===== src/rtl/digit_serial_addsub_if.sv =====
// Handshake/operand/result bundle for digit_serial_addsub.
// REF_CHECK_EN adds the reference-adder outputs sumk, coutk and err.
interface digit_serial_addsub_if #(
    parameter int N = 64
);
    logic         start;
    logic         mode;
    logic [N-1:0] inp1;
    logic [N-1:0] inp2;
    logic         busy;
    logic         done;
    logic [N-1:0] sum;
    logic         cout;
    logic         ovf;
`ifdef REF_CHECK_EN
    logic [N-1:0] sumk;
    logic         coutk;
    logic         err;

    modport master (output start, mode, inp1, inp2,
                    input  busy, done, sum, cout, ovf, sumk, coutk, err);
    modport slave  (input  start, mode, inp1, inp2,
                    output busy, done, sum, cout, ovf, sumk, coutk, err);
`else
    modport master (output start, mode, inp1, inp2,
                    input  busy, done, sum, cout, ovf);
    modport slave  (input  start, mode, inp1, inp2,
                    output busy, done, sum, cout, ovf);
`endif
endinterface


===== src/rtl/digit_serial_addsub.sv =====
// Digit-serial two's-complement add/sub, D bits per clock, N/D cycles per operation.
// Optional REF_CHECK_EN adds a single-cycle reference adder and a sticky mismatch flag.
//
// state | meaning
// IDLE  | waiting for start; operands captured on accept
// RUN   | one digit added per clock, N/D clocks total
// DONE  | done pulse cycle, busy still high
module digit_serial_addsub #(
    parameter int N = 64,
    parameter int D = 4
) (
    input logic                  clk,
    input logic                  rst,
    digit_serial_addsub_if.slave bus
);
    if ((D < 1) || (D > N) || ((N % D) != 0)) begin : g_bad_param
        $fatal(1, "digit_serial_addsub: D must divide N and lie in 1..N");
    end

    localparam int NDIG = N / D;
    localparam int CW   = (NDIG > 1) ? $clog2(NDIG) : 1;
    localparam logic [CW-1:0] LAST = CW'(NDIG - 1);

    typedef enum logic [1:0] {IDLE, RUN, DONE} state_t;

    state_t        state;
    logic [N-1:0]  a_q, b_q, a_nxt, b_nxt, full;
    logic          carry_q;
    logic [CW-1:0] cnt_q;
    logic [N-1:0]  sum_q;
    logic          cout_q, ovf_q, busy_q, done_q;
    logic [D:0]    dsum;
    logic [D-1:0]  s_d;
    logic          c_d;

    assign dsum = {1'b0, a_q[D-1:0]} + {1'b0, b_q[D-1:0]} + {{D{1'b0}}, carry_q};
    assign s_d  = dsum[D-1:0];
    assign c_d  = dsum[D];

    // Earlier digits live in work_q; full is the result as it stands after this digit.
    if (D == N) begin : g_full
        assign a_nxt = '0;
        assign b_nxt = '0;
        assign full  = s_d;
    end else begin : g_part
        logic [N-D-1:0] work_q;
        assign a_nxt = {{D{1'b0}}, a_q[N-1:D]};
        assign b_nxt = {{D{1'b0}}, b_q[N-1:D]};
        assign full  = {s_d, work_q};
        always_ff @(posedge clk) begin
            if (rst)
                work_q <= '0;
            else if (state == RUN)
                work_q <= full[N-1:D];
        end
    end

    // On the last digit a_q/b_q[D-1] are the operand sign bits.
    always_ff @(posedge clk) begin
        if (rst) begin
            state   <= IDLE;
            a_q     <= '0;
            b_q     <= '0;
            carry_q <= 1'b0;
            cnt_q   <= '0;
            sum_q   <= '0;
            cout_q  <= 1'b0;
            ovf_q   <= 1'b0;
            busy_q  <= 1'b0;
            done_q  <= 1'b0;
        end else begin
            case (state)
                IDLE: begin
                    done_q <= 1'b0;
                    if (bus.start) begin
                        a_q     <= bus.inp1;
                        b_q     <= bus.mode ? ~bus.inp2 : bus.inp2;
                        carry_q <= bus.mode;
                        cnt_q   <= '0;
                        busy_q  <= 1'b1;
                        state   <= RUN;
                    end
                end
                RUN: begin
                    a_q     <= a_nxt;
                    b_q     <= b_nxt;
                    carry_q <= c_d;
                    cnt_q   <= cnt_q + CW'(1);
                    if (cnt_q == LAST) begin
                        sum_q  <= full;
                        cout_q <= c_d;
                        ovf_q  <= (a_q[D-1] == b_q[D-1]) && (s_d[D-1] != a_q[D-1]);
                        done_q <= 1'b1;
                        state  <= DONE;
                    end
                end
                DONE: begin
                    done_q <= 1'b0;
                    busy_q <= 1'b0;
                    state  <= IDLE;
                end
                default: state <= IDLE;
            endcase
        end
    end

    assign bus.sum  = sum_q;
    assign bus.cout = cout_q;
    assign bus.ovf  = ovf_q;
    assign bus.busy = busy_q;
    assign bus.done = done_q;

`ifdef REF_CHECK_EN
    logic [N-1:0] sumk_q;
    logic         coutk_q, err_q;

    always_ff @(posedge clk) begin
        if (rst) begin
            sumk_q  <= '0;
            coutk_q <= 1'b0;
            err_q   <= 1'b0;
        end else begin
            if (state == IDLE && bus.start)
                {coutk_q, sumk_q} <= {1'b0, bus.inp1}
                                   + {1'b0, (bus.mode ? ~bus.inp2 : bus.inp2)}
                                   + {{N{1'b0}}, bus.mode};
            if (state == DONE && ({cout_q, sum_q} != {coutk_q, sumk_q}))
                err_q <= 1'b1;
        end
    end

    assign bus.sumk  = sumk_q;
    assign bus.coutk = coutk_q;
    assign bus.err   = err_q;
`endif
endmodule

===== src/flat_wrapper.sv =====
// flat-port wrapper written by rule: the top's interface ports become plain ports
module digit_serial_addsub_flat 
#(
    parameter int N = 64,
    parameter int D = 4
)
  (clk, rst, bus_start, bus_mode, bus_inp1, bus_inp2, bus_busy, bus_done, bus_sum, bus_cout, bus_ovf);
  digit_serial_addsub_if #(.N(N)) bus_i ();
  input logic clk;
  input logic rst;
  input wire logic [$bits(bus_i.start)-1:0] bus_start;
  input wire logic [$bits(bus_i.mode)-1:0] bus_mode;
  input wire logic [$bits(bus_i.inp1)-1:0] bus_inp1;
  input wire logic [$bits(bus_i.inp2)-1:0] bus_inp2;
  output wire logic [$bits(bus_i.busy)-1:0] bus_busy;
  output wire logic [$bits(bus_i.done)-1:0] bus_done;
  output wire logic [$bits(bus_i.sum)-1:0] bus_sum;
  output wire logic [$bits(bus_i.cout)-1:0] bus_cout;
  output wire logic [$bits(bus_i.ovf)-1:0] bus_ovf;
  assign bus_i.start = bus_start;
  assign bus_i.mode = bus_mode;
  assign bus_i.inp1 = bus_inp1;
  assign bus_i.inp2 = bus_inp2;
  assign bus_busy = bus_i.busy;
  assign bus_done = bus_i.done;
  assign bus_sum = bus_i.sum;
  assign bus_cout = bus_i.cout;
  assign bus_ovf = bus_i.ovf;
  digit_serial_addsub #(.N(N), .D(D)) u_core (.clk(clk), .rst(rst), .bus(bus_i));
endmodule

===== config.mk =====
export PLATFORM = sky130hd
export DESIGN_NAME = digit_serial_addsub_flat
export DESIGN_NICKNAME = d
export VERILOG_FILES = /design/src/rtl/digit_serial_addsub_if.sv /design/src/rtl/digit_serial_addsub.sv /design/src/flat_wrapper.sv
export SDC_FILE = /design/constraint.sdc
export NUM_CORES = 1
export LEC_CHECK = 0
export CORE_ASPECT_RATIO = 2
export CORE_MARGIN = 1.5
export CORE_UTILIZATION = 47
export DETAILED_ROUTE_END_ITERATION = 10
export GPL_TIMING_DRIVEN = 0
export PLACE_DENSITY_LB_ADDON = 0.12
export SLEW_MARGIN = 20
export SYNTH_ARGS = -nofsm -noshare
export SYNTH_HDL_FRONTEND = slang
export SYNTH_SLANG_ARGS = --single-unit

===== constraint.sdc =====
create_clock -name clk -period 1.42 [get_ports clk]
set_input_delay 0.355 -clock clk [delete_from_list [all_inputs] [get_ports clk]]
set_output_delay 0.355 -clock clk [all_outputs]
set_load 0.03 [all_outputs]

== After elaboration in Yosys (flattened, before gate mapping) ==
Cells that the tools add are included.

* Output and inout port bits: 68
* Logic and storage cells: 49
* Flip-flop bits (word level): 263

* Bitwise gates (word level): 1
* Add/sub/neg operators: 3
* Eq/ne operators: 7
* Multiplexer cells: 16
* Reductions and logical operators: 11

{| class="wikitable"
|+ Operator list
! cell !! number
|-
| case mux 64 bit (2 select lines) || 2
|-
| two-way mux 64 bit || 3
|-
| NOT 64 bit || 1
|-
| AND reduction 2 bit || 5
|-
| case mux 4 bit (2 select lines) || 1
|-
| case mux 1 bit (2 select lines) || 3
|-
| nonzero test 2 bit || 3
|-
| adder 4 x 4 -> 5 bit || 1
|-
| adder 5 x 1 -> 5 bit || 1
|-
| adder 4 x 1 -> 4 bit, second input constant || 1
|-
| == test 4 bit, second input constant || 1
|-
| two-way mux 2 bit || 2
|-
| two-way mux 4 bit || 1
|-
| inequality test 2 bit, second input constant || 2
|-
| case mux 2 bit (2 select lines) || 1
|-
| two-way mux 1 bit || 3
|-
| == test 2 x 1 -> 1 bit, second input constant || 1
|-
| == test 2 bit, second input constant || 1
|-
| zero test 2 bit || 1
|-
| OR reduction 2 bit || 1
|-
| == test 1 bit || 1
|-
| logical AND 1 bit || 1
|-
| inequality test 1 bit || 1
|}

== Logic depth before layout (Yosys ltp) ==
Gate-level depths: netlist of the first run.

* Depth after elaboration: 4
* Depth in mapped cells: 7

== Worst setup path after synthesis of the first run ==
No wires, ideal clock.

* Kind: flip-flop to flip-flop
* From: register u_core.carry_q
* To: register u_core.cout_q, in the netlist u_core.bus.cout
* Slack: -0.149 ns
* Clock period less this slack: 1.569 ns
* Library setup time: 0.091 ns
* Stages on the path, launching flop included: 7
* Arrival time: 1.478 ns
* Cell sequence: dfxtp_1 -> fa_1 -> inv_1 -> fa_1 -> nor2b_1 -> o21ai_0 -> a311oi_1

* Cells in the longest elaborated chain, start to end: 1

{| class="wikitable"
|+ Ends and longest elaborated chain
! item !! RTL line !! source
|-
| from (decl) || digit_serial_addsub.sv:28 || <nowiki>logic carry_q;</nowiki>
|-
| from (signal assigned) || digit_serial_addsub.sv:78 || <nowiki>carry_q <= bus.mode;</nowiki>
|-
| adder 5 x 1 -> 5 bit || digit_serial_addsub.sv:36 || <nowiki>assign dsum = {1'b0, a_q[D-1:0]} + {1'b0, b_q[D-1:0]} + {{D{1'b0}}, carry_q};</nowiki>
|-
| to (signal assigned) || digit_serial_addsub.sv:67 || <nowiki>cout_q <= 1'b0;</nowiki>
|-
| to (signal assigned) || digit_serial_addsub.sv:91 || <nowiki>cout_q <= c_d;</nowiki>
|-
| to (decl) || digit_serial_addsub.sv:31 || <nowiki>logic cout_q, ovf_q, busy_q, done_q;</nowiki>
|}

No other way between the ends.
A chain may end at the register's enable or synchronous reset.

== Final worst setup path of the first run ==
* From: register u_core.carry_q
* To: register u_core.sum_q[61], in the netlist u_core.bus.sum[61]

* Cells in the longest elaborated chain, start to end: 1

{| class="wikitable"
|+ Ends and longest elaborated chain
! item !! RTL line !! source
|-
| adder 5 x 1 -> 5 bit || digit_serial_addsub.sv:36 ||
|-
| to (signal assigned) || digit_serial_addsub.sv:90 || <nowiki>sum_q <= full;</nowiki>
|-
| to (decl) || digit_serial_addsub.sv:30 || <nowiki>logic [N-1:0] sum_q;</nowiki>
|}

No other way between the ends.

==> results of run 1 <==
==> per-layer routing <==
metal	part of all wire	vias to the layer above	wire length [µm]
met4	0.040	0	1190
met2	0.57	201	16700
li1	-	4524	-
met1	0.36	4369	10700
met3	0.032	65	952
met5	0	-	0
==> state kept, by name, summed over array words and instances (netlist names) <==
| signal | flops |
|---|---|
| u_core.a_q | 64 |
| u_core.b_q | 64 |
| u_core.bus.sum | 64 |
| u_core.g_part.work_q | 60 |
| u_core.cnt_q | 4 |
| u_core.state | 2 |
| u_core.bus.busy | 1 |
| u_core.bus.cout | 1 |
| u_core.bus.done | 1 |
| u_core.bus.ovf | 1 |
| u_core.carry_q | 1 |
==> logic make-up after synthesis <==
family | after synthesis | share of synthesized area
AND/OR/NAND/NOR | 339 | 0.125
XOR/XNOR | 65 | 0.0533
flip-flops | 263 | 0.493
AO/OA/AOI/OAI | 342 | 0.262
multiplexers | 1 | 0.000937
adder cells (fa/ha/maj) | 6 | 0.00844
buffers and inverters | 112 | 0.0571
==> final cells by class <==
cell class | count | area, µm² | share of cell area
antenna | 1 | 2.50 | 0.000165
timing repair buffer | 224 | 2350 | 0.155
clock buffer | 32 | 712 | 0.0470
tap | 276 | 345 | 0.0228
buffer | 106 | 915 | 0.0604
inverter | 6 | 25.0 | 0.00165
sequential | 263 | 5300 | 0.349
clock inverter | 12 | 219 | 0.0144
multi-input combinational | 753 | 5290 | 0.349
==> synthesized netlist by cell type, types with 3 or more instances <==
| cell type | number |
|---|---|
| sky130_fd_sc_hd__a21oi_1 | 76 |
| sky130_fd_sc_hd__a22o_1 | 57 |
| sky130_fd_sc_hd__a22oi_1 | 65 |
| sky130_fd_sc_hd__a311oi_1 | 32 |
| sky130_fd_sc_hd__a311oi_2 | 31 |
| sky130_fd_sc_hd__and3_1 | 3 |
| sky130_fd_sc_hd__buf_1 | 8 |
| sky130_fd_sc_hd__buf_2 | 43 |
| sky130_fd_sc_hd__buf_4 | 24 |
| sky130_fd_sc_hd__buf_6 | 6 |
| sky130_fd_sc_hd__clkbuf_1 | 25 |
| sky130_fd_sc_hd__dfxtp_1 | 263 |
| sky130_fd_sc_hd__ha_1 | 4 |
| sky130_fd_sc_hd__inv_1 | 5 |
| sky130_fd_sc_hd__nand2_1 | 245 |
| sky130_fd_sc_hd__nand3_1 | 13 |
| sky130_fd_sc_hd__nor2_1 | 67 |
| sky130_fd_sc_hd__o211ai_1 | 3 |
| sky130_fd_sc_hd__o21ai_0 | 6 |
| sky130_fd_sc_hd__o2bb2ai_1 | 60 |
| sky130_fd_sc_hd__or2_2 | 3 |
| sky130_fd_sc_hd__xor2_1 | 64 |
==> worst max-delay path: stages (launching register included) <==
cell	delay, ps
sky130_fd_sc_hd__dfxtp_2	340
sky130_fd_sc_hd__fa_2	390
sky130_fd_sc_hd__inv_2	60
sky130_fd_sc_hd__fa_2	460
sky130_fd_sc_hd__a311oi_1	230
==> timing repair <==
action / in CTS / in global routing
buffers inserted: 2 / 10
gates resized for setup: 454 / 255
hold endpoints to repair: 0 / 0
setup endpoints to repair: 322 / 278
cloned: 1 / 14
pin swaps: 0 / 55
==> per-stage QoR <==
| step | area (µm²) | TNS (ps) | hold WS (ps) |
|---|---|---|---|
| floorplan | 10700 | -134 | 433 |
| global placement | 13000 | -98470 | 445 |
| detailed placement | 13000 | -100400 | 447 |
| CTS | 14000 | -12470 | 382 |
| global route | 15200 | -11620 | 422 |
| finish | 15200 | -3660 | 384 |
==> worst paths after layout <==
path                           start            endpoint  slack (ps)  cells past startpoint
max                   u_core.carry_q  u_core.bus.sum[61]        -140                      4
min                         bus_mode       u_core.b_q[2]         380                      4
max reg2reg           u_core.carry_q  u_core.bus.sum[61]        -140                      4
min reg2reg  u_core.g_part.work_q[2]   u_core.bus.sum[2]         460                      2
==> power groups by stage <==
stage	combinational (W)	clock, W	sequential (W)
after CTS	0.00216	0.00760	0.00791
after global routing	0.00282	0.00787	0.00798
after floorplan	0.00130	0	0.00802
after global placement	0.00205	0	0.00807
after detailed placement	0.00208	0	0.00808
final	0.00261	0.00753	0.00795
==> summary.md, run 1 <==
The leading cell type in the layout, fill and taps excluded is sky130_fd_sc_hd__dfxtp_1. TritonCTS created 24 clock buffers. By startpoint and endpoint, the worst setup path is classified as flop to flop. The clock latency on the worst-skew pair came out at 540 ps. The synthesized design contains 263 register bits. The area share of the largest cell type after synthesis works out to 0.493. The max-slew violation total from the final report is 0. In this run the most used layer during global routing was met2. Summed over all cells, the static leakage comes to 6.02 nW.

In the final design database the tool counted 1,516 nets. Clock root buffer: sky130_fd_sc_hd__clkbuf_16. The share of total power in the clock network came out at 0.416. Detailed placement ended at an HPWL of 20,800 µm. After clock tree synthesis, the clock-pin slew on the worst setup and hold paths is 70 ps.

The met2 demand-to-capacity share in global routing was 0.459; the die area was 0.0237 mm². The via total after detailed routing is 9,159, and the count of standard-cell rows is 77. The port buffer count is 197, and the vertical die dimension is 216 µm. The time the final worst path needs with I/O delays and setup works out to 1560 ps.

The logs give 0.0136 W for the internal power component and 1,266 for the post-synth net total. The first global-routing pass estimated 44,200 µm of wire. The run gives 17 as the largest net degree at the start of global routing. For the worst setup margin, the log shows -143 ps. The combinational share of power is 0.144.

TritonCTS built the clock tree. For the netlist area before placement, the log shows 0.0107 mm². The die boundary width came out at 110 µm. The switching power share of the total is 0.246.

The power dissipated by switching net loads is 0.00445 W. For this run, the top clock speed supported by timing is 0.640 GHz. The path class of the tightest hold or removal check is input pin to flop. After synthesis, the mean cell area works out to 9.47 µm². The finished layout holds 1,673 standard cells, fillers aside. The worst-case headroom to the max-slew limit was 0.528. The flow ran to the end, but the final reports show violations. The fraction of met3 tracks used by global routing was 0.0223. For the worst setup path, the data required time is 1870 ps. For the maximum level of the CTS H-tree, the log shows 1. Setup repair after global routing could not meet its margin everywhere. For the gate count of the mapped netlist, the log shows 1,128. The arrival time reported for the critical path endpoint is 2010 ps. IR analysis of the VDD net gives a maximum drop of 1.02 mV. Yosys mapped the design onto 43 distinct sky130hd cell types. The tools report the maximum number of buffers from clock root to sink as 3.

The placement-stage worst setup slack is -657 ps, and the clock sink total is 263. The main flop type after synthesis is sky130_fd_sc_hd__dfxtp_1. Setup violations remaining at the end of the flow were counted as 71.

Dividing total power by cell area gives a power density of 1190 mW/mm². The number of warning messages in the yosys log was 0; the share of layout cells above drive strength 1 was 0.267. The number of DRC violations after detailed-routing iteration 0 is 296, and the part of the power in registers is 0.440. The fraction of registers with async set/reset is 0, and the number of flops mapped to enable cells by yosys is 0.

Dividing the detail-routed via count by the number of cells gives 5.47. The placer's final routability congestion estimate was 0.809; the area of the core was 0.0222 mm². For the max-capacitance violation count, the log shows 0. The number of hold violations in the final report is 0.

For the via count of the first global-routing pass, the log shows 9,077. In the layout the commonest cells are sky130_fd_sc_hd__dfxtp_1, sky130_fd_sc_hd__nand2_1, sky130_fd_sc_hd__clkdlybuf4s50_1, sky130_fd_sc_hd__buf_4, sky130_fd_sc_hd__nor2_1. The total chip power was 0.0181 W. For the pin with the worst max-slew slack, the measured transition is 708 ps.

The logs give 0.482 for the initial cell density of the core and 0 for the post-route DRC violation count. The tools report the fraction of met1 tracks used by global routing as 0.243. The final clock skew is 10.9 ps. The final critical-path share of the clock period works out to 1.10.

The overall track demand over capacity in global routing came out at 0.235. The largest area contributor in the synthesized netlist is sky130_fd_sc_hd__dfxtp_1. Dividing the detail-routed wire length by the instance count gives 17.6 µm. The initial antenna violation count is 1.

The tools report the kind of end point of the critical path as a flop. The total overflow left after global routing is 0. Of all nets on the critical path, the largest fanout is 2. Wires add up to 29,500 µm. The number of hold buffers added after CTS was 0. The category of the worst setup path launch point is a flop.

The fraction of the core area covered by cells at the end of the flow was 0.684; the length of the first detailed-routing pass in iterations was 4. The checks that failed: setup timing. In the post-synthesis netlist, the biggest area contributors are sky130_fd_sc_hd__dfxtp_1, sky130_fd_sc_hd__nand2_1, sky130_fd_sc_hd__xor2_1.

The count of nets left with antenna violations once routing finished came out at 0. The growth of design area from synthesis to finish came out at 41.9%. 200 I/O pins were placed. The number of placed instances, taps included, is 1,601. The part of the Yosys area used for sequential elements came out at 0.493.

The number of inserted filler cells in the final layout came out at 1,790.
Power figures use the tool's default switching activity.
==> inputs of run 2 (changes only) <==
CTS_CLUSTER_SIZE = 40   (was unset)
GPL_TIMING_DRIVEN = unset   (was 0)
==> run 2 against run 1 <==
Net effect: the run still ends with setup timing left; critical path depth increased by 3; largest cell class is now multi-input gates; clock power fell by 7.7%; non-clock buffer count is 21 lower; power down 2.2%; highest routed layer unchanged; final area up 6.3%; routed wire length rose by 7.3%.
==> summary.md, run 2 (synthesis gave the netlist of run 1 again) <==
The critical path endpoint was u_core.bus.sum[17]. The final critical-path share of the clock period is 1.11, and the slew at the pin with the worst max-slew slack is 428 ps. In this run the worst setup path begins at u_core.state[1]. The count of nets left with antenna violations once routing finished came out at 0. The number of buffers and inverters on the critical path is 4.

The tree built by TritonCTS fans out to 263 sinks. Based on the critical path, the design can be clocked at up to 0.632 GHz. The maximum fanout along the worst path is 8.

VDD sags by at most 1.33 mV. The maximum level of the CTS H-tree was 1. Dividing the detail-routed via count by the number of cells gives 5.63.

The setup path with the least slack is of type flop to flop. The core region is 0.0222 mm². The worst hold slack after final layout was 234 ps. Setup repair after global routing could not meet its margin everywhere. Setup slack on the worst reg-to-reg path comes out at -160 ps.

The tools report the initial antenna violation count as 1. The tools report the register cell area after layout as 0.00533 mm². The worst register-to-register path has a depth of 7.

The tools report the kind of end point of the critical path as a flop. In this design, the stage delay of the slowest critical-path cell is 330 ps. The run gives 0.816 as the placer's final routability congestion estimate. The tools report the worst-case headroom to the max-slew limit as 0.715. From synthesis to final layout, the design area changed by 50.9%. Measured along the y axis, the die boundary spans 216 µm. The longest clock path from root to sink contains 3 buffers. The worst register-to-register path ends at u_core.bus.sum[17].

Along the worst hold path, the cell count comes to 3. The flow ran to the end, but the final reports show violations. The die area was 0.0237 mm². In this design, the largest share of critical-path delay is due to buffers and inverters. The final route contains 9,324 vias. For this design the top-level I/O count stands at 200. The final clock skew is 9.31 ps. TritonCTS built the clock tree. The leakage power total came out at 6.26 nW. The cell sitting at the root of the clock tree is a sky130_fd_sc_hd__clkbuf_16.

Adding up every negative setup slack in the final design gives -7630 ps. At the worst endpoint, the arrival time is 2010 ps. In this run, CTS created clock tree buffers numbering 25. Setup violations remaining at the end of the flow were counted as 136.

The run gives 7 as the length of the first detailed-routing pass in iterations. The run gives 42,500 µm as the global-route wire length before repair. Timing analysis after detailed placement gives a worst setup slack of -439 ps. The share of layout cells above drive strength 1 is 0.318, and the final-stage net count is 1,498. The checks that failed: setup timing. Max-slew violation total from the final report: 0. In this run the most critical hold path is launched from rst. The via count of the first global-routing pass was 8,702.

The leading cell type in the layout, fill and taps excluded was sky130_fd_sc_hd__nand2_1. Summed over all layers, the routed wires come to 31,600 µm. Entering global routing, the biggest net connects 81 pins.

After detailed routing, the average wire length per cell comes to 19.1 µm. Clock-pin slew was measured on the worst setup and hold paths at 70 ps. The ratio of total power to cell area is 1100 mW/mm², and the worst setup margin is -163 ps. For the worst setup path, the data required time is 1850 ps.

Summing all multi-input logic gate instances after layout gives 0.00561 mm². After layout, the minimum clock period comes to 1580 ps. For this run, design rule violations remaining after detail routing come to 0. Input and output buffers added on the ports amount to 199. The floorplan has 77 rows.

The clock latency on the worst-skew pair came out at 540 ps. Leaving out fill and tap cells, the most frequent cells in the layout are sky130_fd_sc_hd__nand2_1, sky130_fd_sc_hd__dfxtp_1, sky130_fd_sc_hd__clkdlybuf4s50_1, sky130_fd_sc_hd__nor2_1, sky130_fd_sc_hd__a22oi_1. The worst setup path is launched from a flop. The total overflow left after global routing is 0. The detailed-placement wirelength estimate is 17,900 µm. On the critical path, the stage with the largest delay is an instance of sky130_fd_sc_hd__dfxtp_2. The run gives 0.224 as the overall track demand over capacity in global routing. The die boundary width was 110 µm. The worst register-to-register path begins at u_core.state[1]. The critical path crosses 7 cells after its start point.

The run gives 1,616 as the number of inserted filler cells in the final layout. The number of DRC violations after detailed-routing iteration 0 came out at 530. The number of hold violations in the final report was 0; the max-capacitance violation count was 0. The path class of the lowest-slack min-delay path was input pin to flop. Cell with the most instances on the worst path: sky130_fd_sc_hd__buf_12. The tools report the initial cell density of the core as 0.482.

The signal on the critical path passes through and2b_4 -> buf_12 -> a21oi_4 -> buf_12 -> buf_6 -> buf_8 -> a22o_1.
run 2: what timing repair did:
item	CTS	global route
endpoints found under the setup margin	131	226
cloned	3	30
gates resized for setup	273	199
hold buffers	0	0
setup buffers	1	21
pin swaps	3	121
run 2: metrics by stage:
step                      power [W]  instance area (µm²)  std cells  utilization
final                        0.0177                16100       1656        0.727
after global routing         0.0183                16100       1656        0.727
after global placement       0.0102                13500       1559        0.609
after CTS                    0.0172                14400       1608        0.651
after floorplan             0.00932                10700       1128            -
after detailed placement     0.0102                13500       1559        0.609
run 2: metal layers:
metal	wire, µm	global-route usage	vias to the layer above
met2	17600	0.406	276
met3	1120	0.0256	80
met1	11500	0.255	4470
met4	1440	0.0991	0
li1	-	-	4498
met5	0	0	-
run 2: worst reg2reg max path: stages (launching register included):
cell	delay, ps
sky130_fd_sc_hd__dfxtp_2	330
sky130_fd_sc_hd__and2b_4	330
sky130_fd_sc_hd__buf_12	130
sky130_fd_sc_hd__a21oi_4	70
sky130_fd_sc_hd__buf_12	160
sky130_fd_sc_hd__buf_6	120
sky130_fd_sc_hd__buf_8	120
sky130_fd_sc_hd__a22o_1	210
run 2: worst min-delay path by stage:
stage | endpoint | slack [ps]
2_1_floorplan | u_core.b_q[10] | 430
3_3_place_gp | u_core.b_q[11] | 440
3_5_place_dp | u_core.b_q[34] | 450
4_1_cts | u_core.bus.sum[62] | 220
5_1_grt | u_core.bus.sum[62] | 250
6_report | u_core.g_part.work_q[58] | 230
run 2: report_power, final:
group | total [W] | internal [W] | switching (W)
registers | 0.00796 | 0.00772 | 0.000241
logic | 0.00280 | 0.00141 | 0.00139
clock network | 0.00695 | 0.00399 | 0.00295
run 2: layout make-up:
type,instances,area share
clock buffers,29,0.0398
repair buffers,309,0.245
flip-flops and latches,263,0.331
clock inverters,17,0.0124
well taps,276,0.0214
diodes,1,0.000155
multi-input cells,755,0.348
inverters,6,0.00217
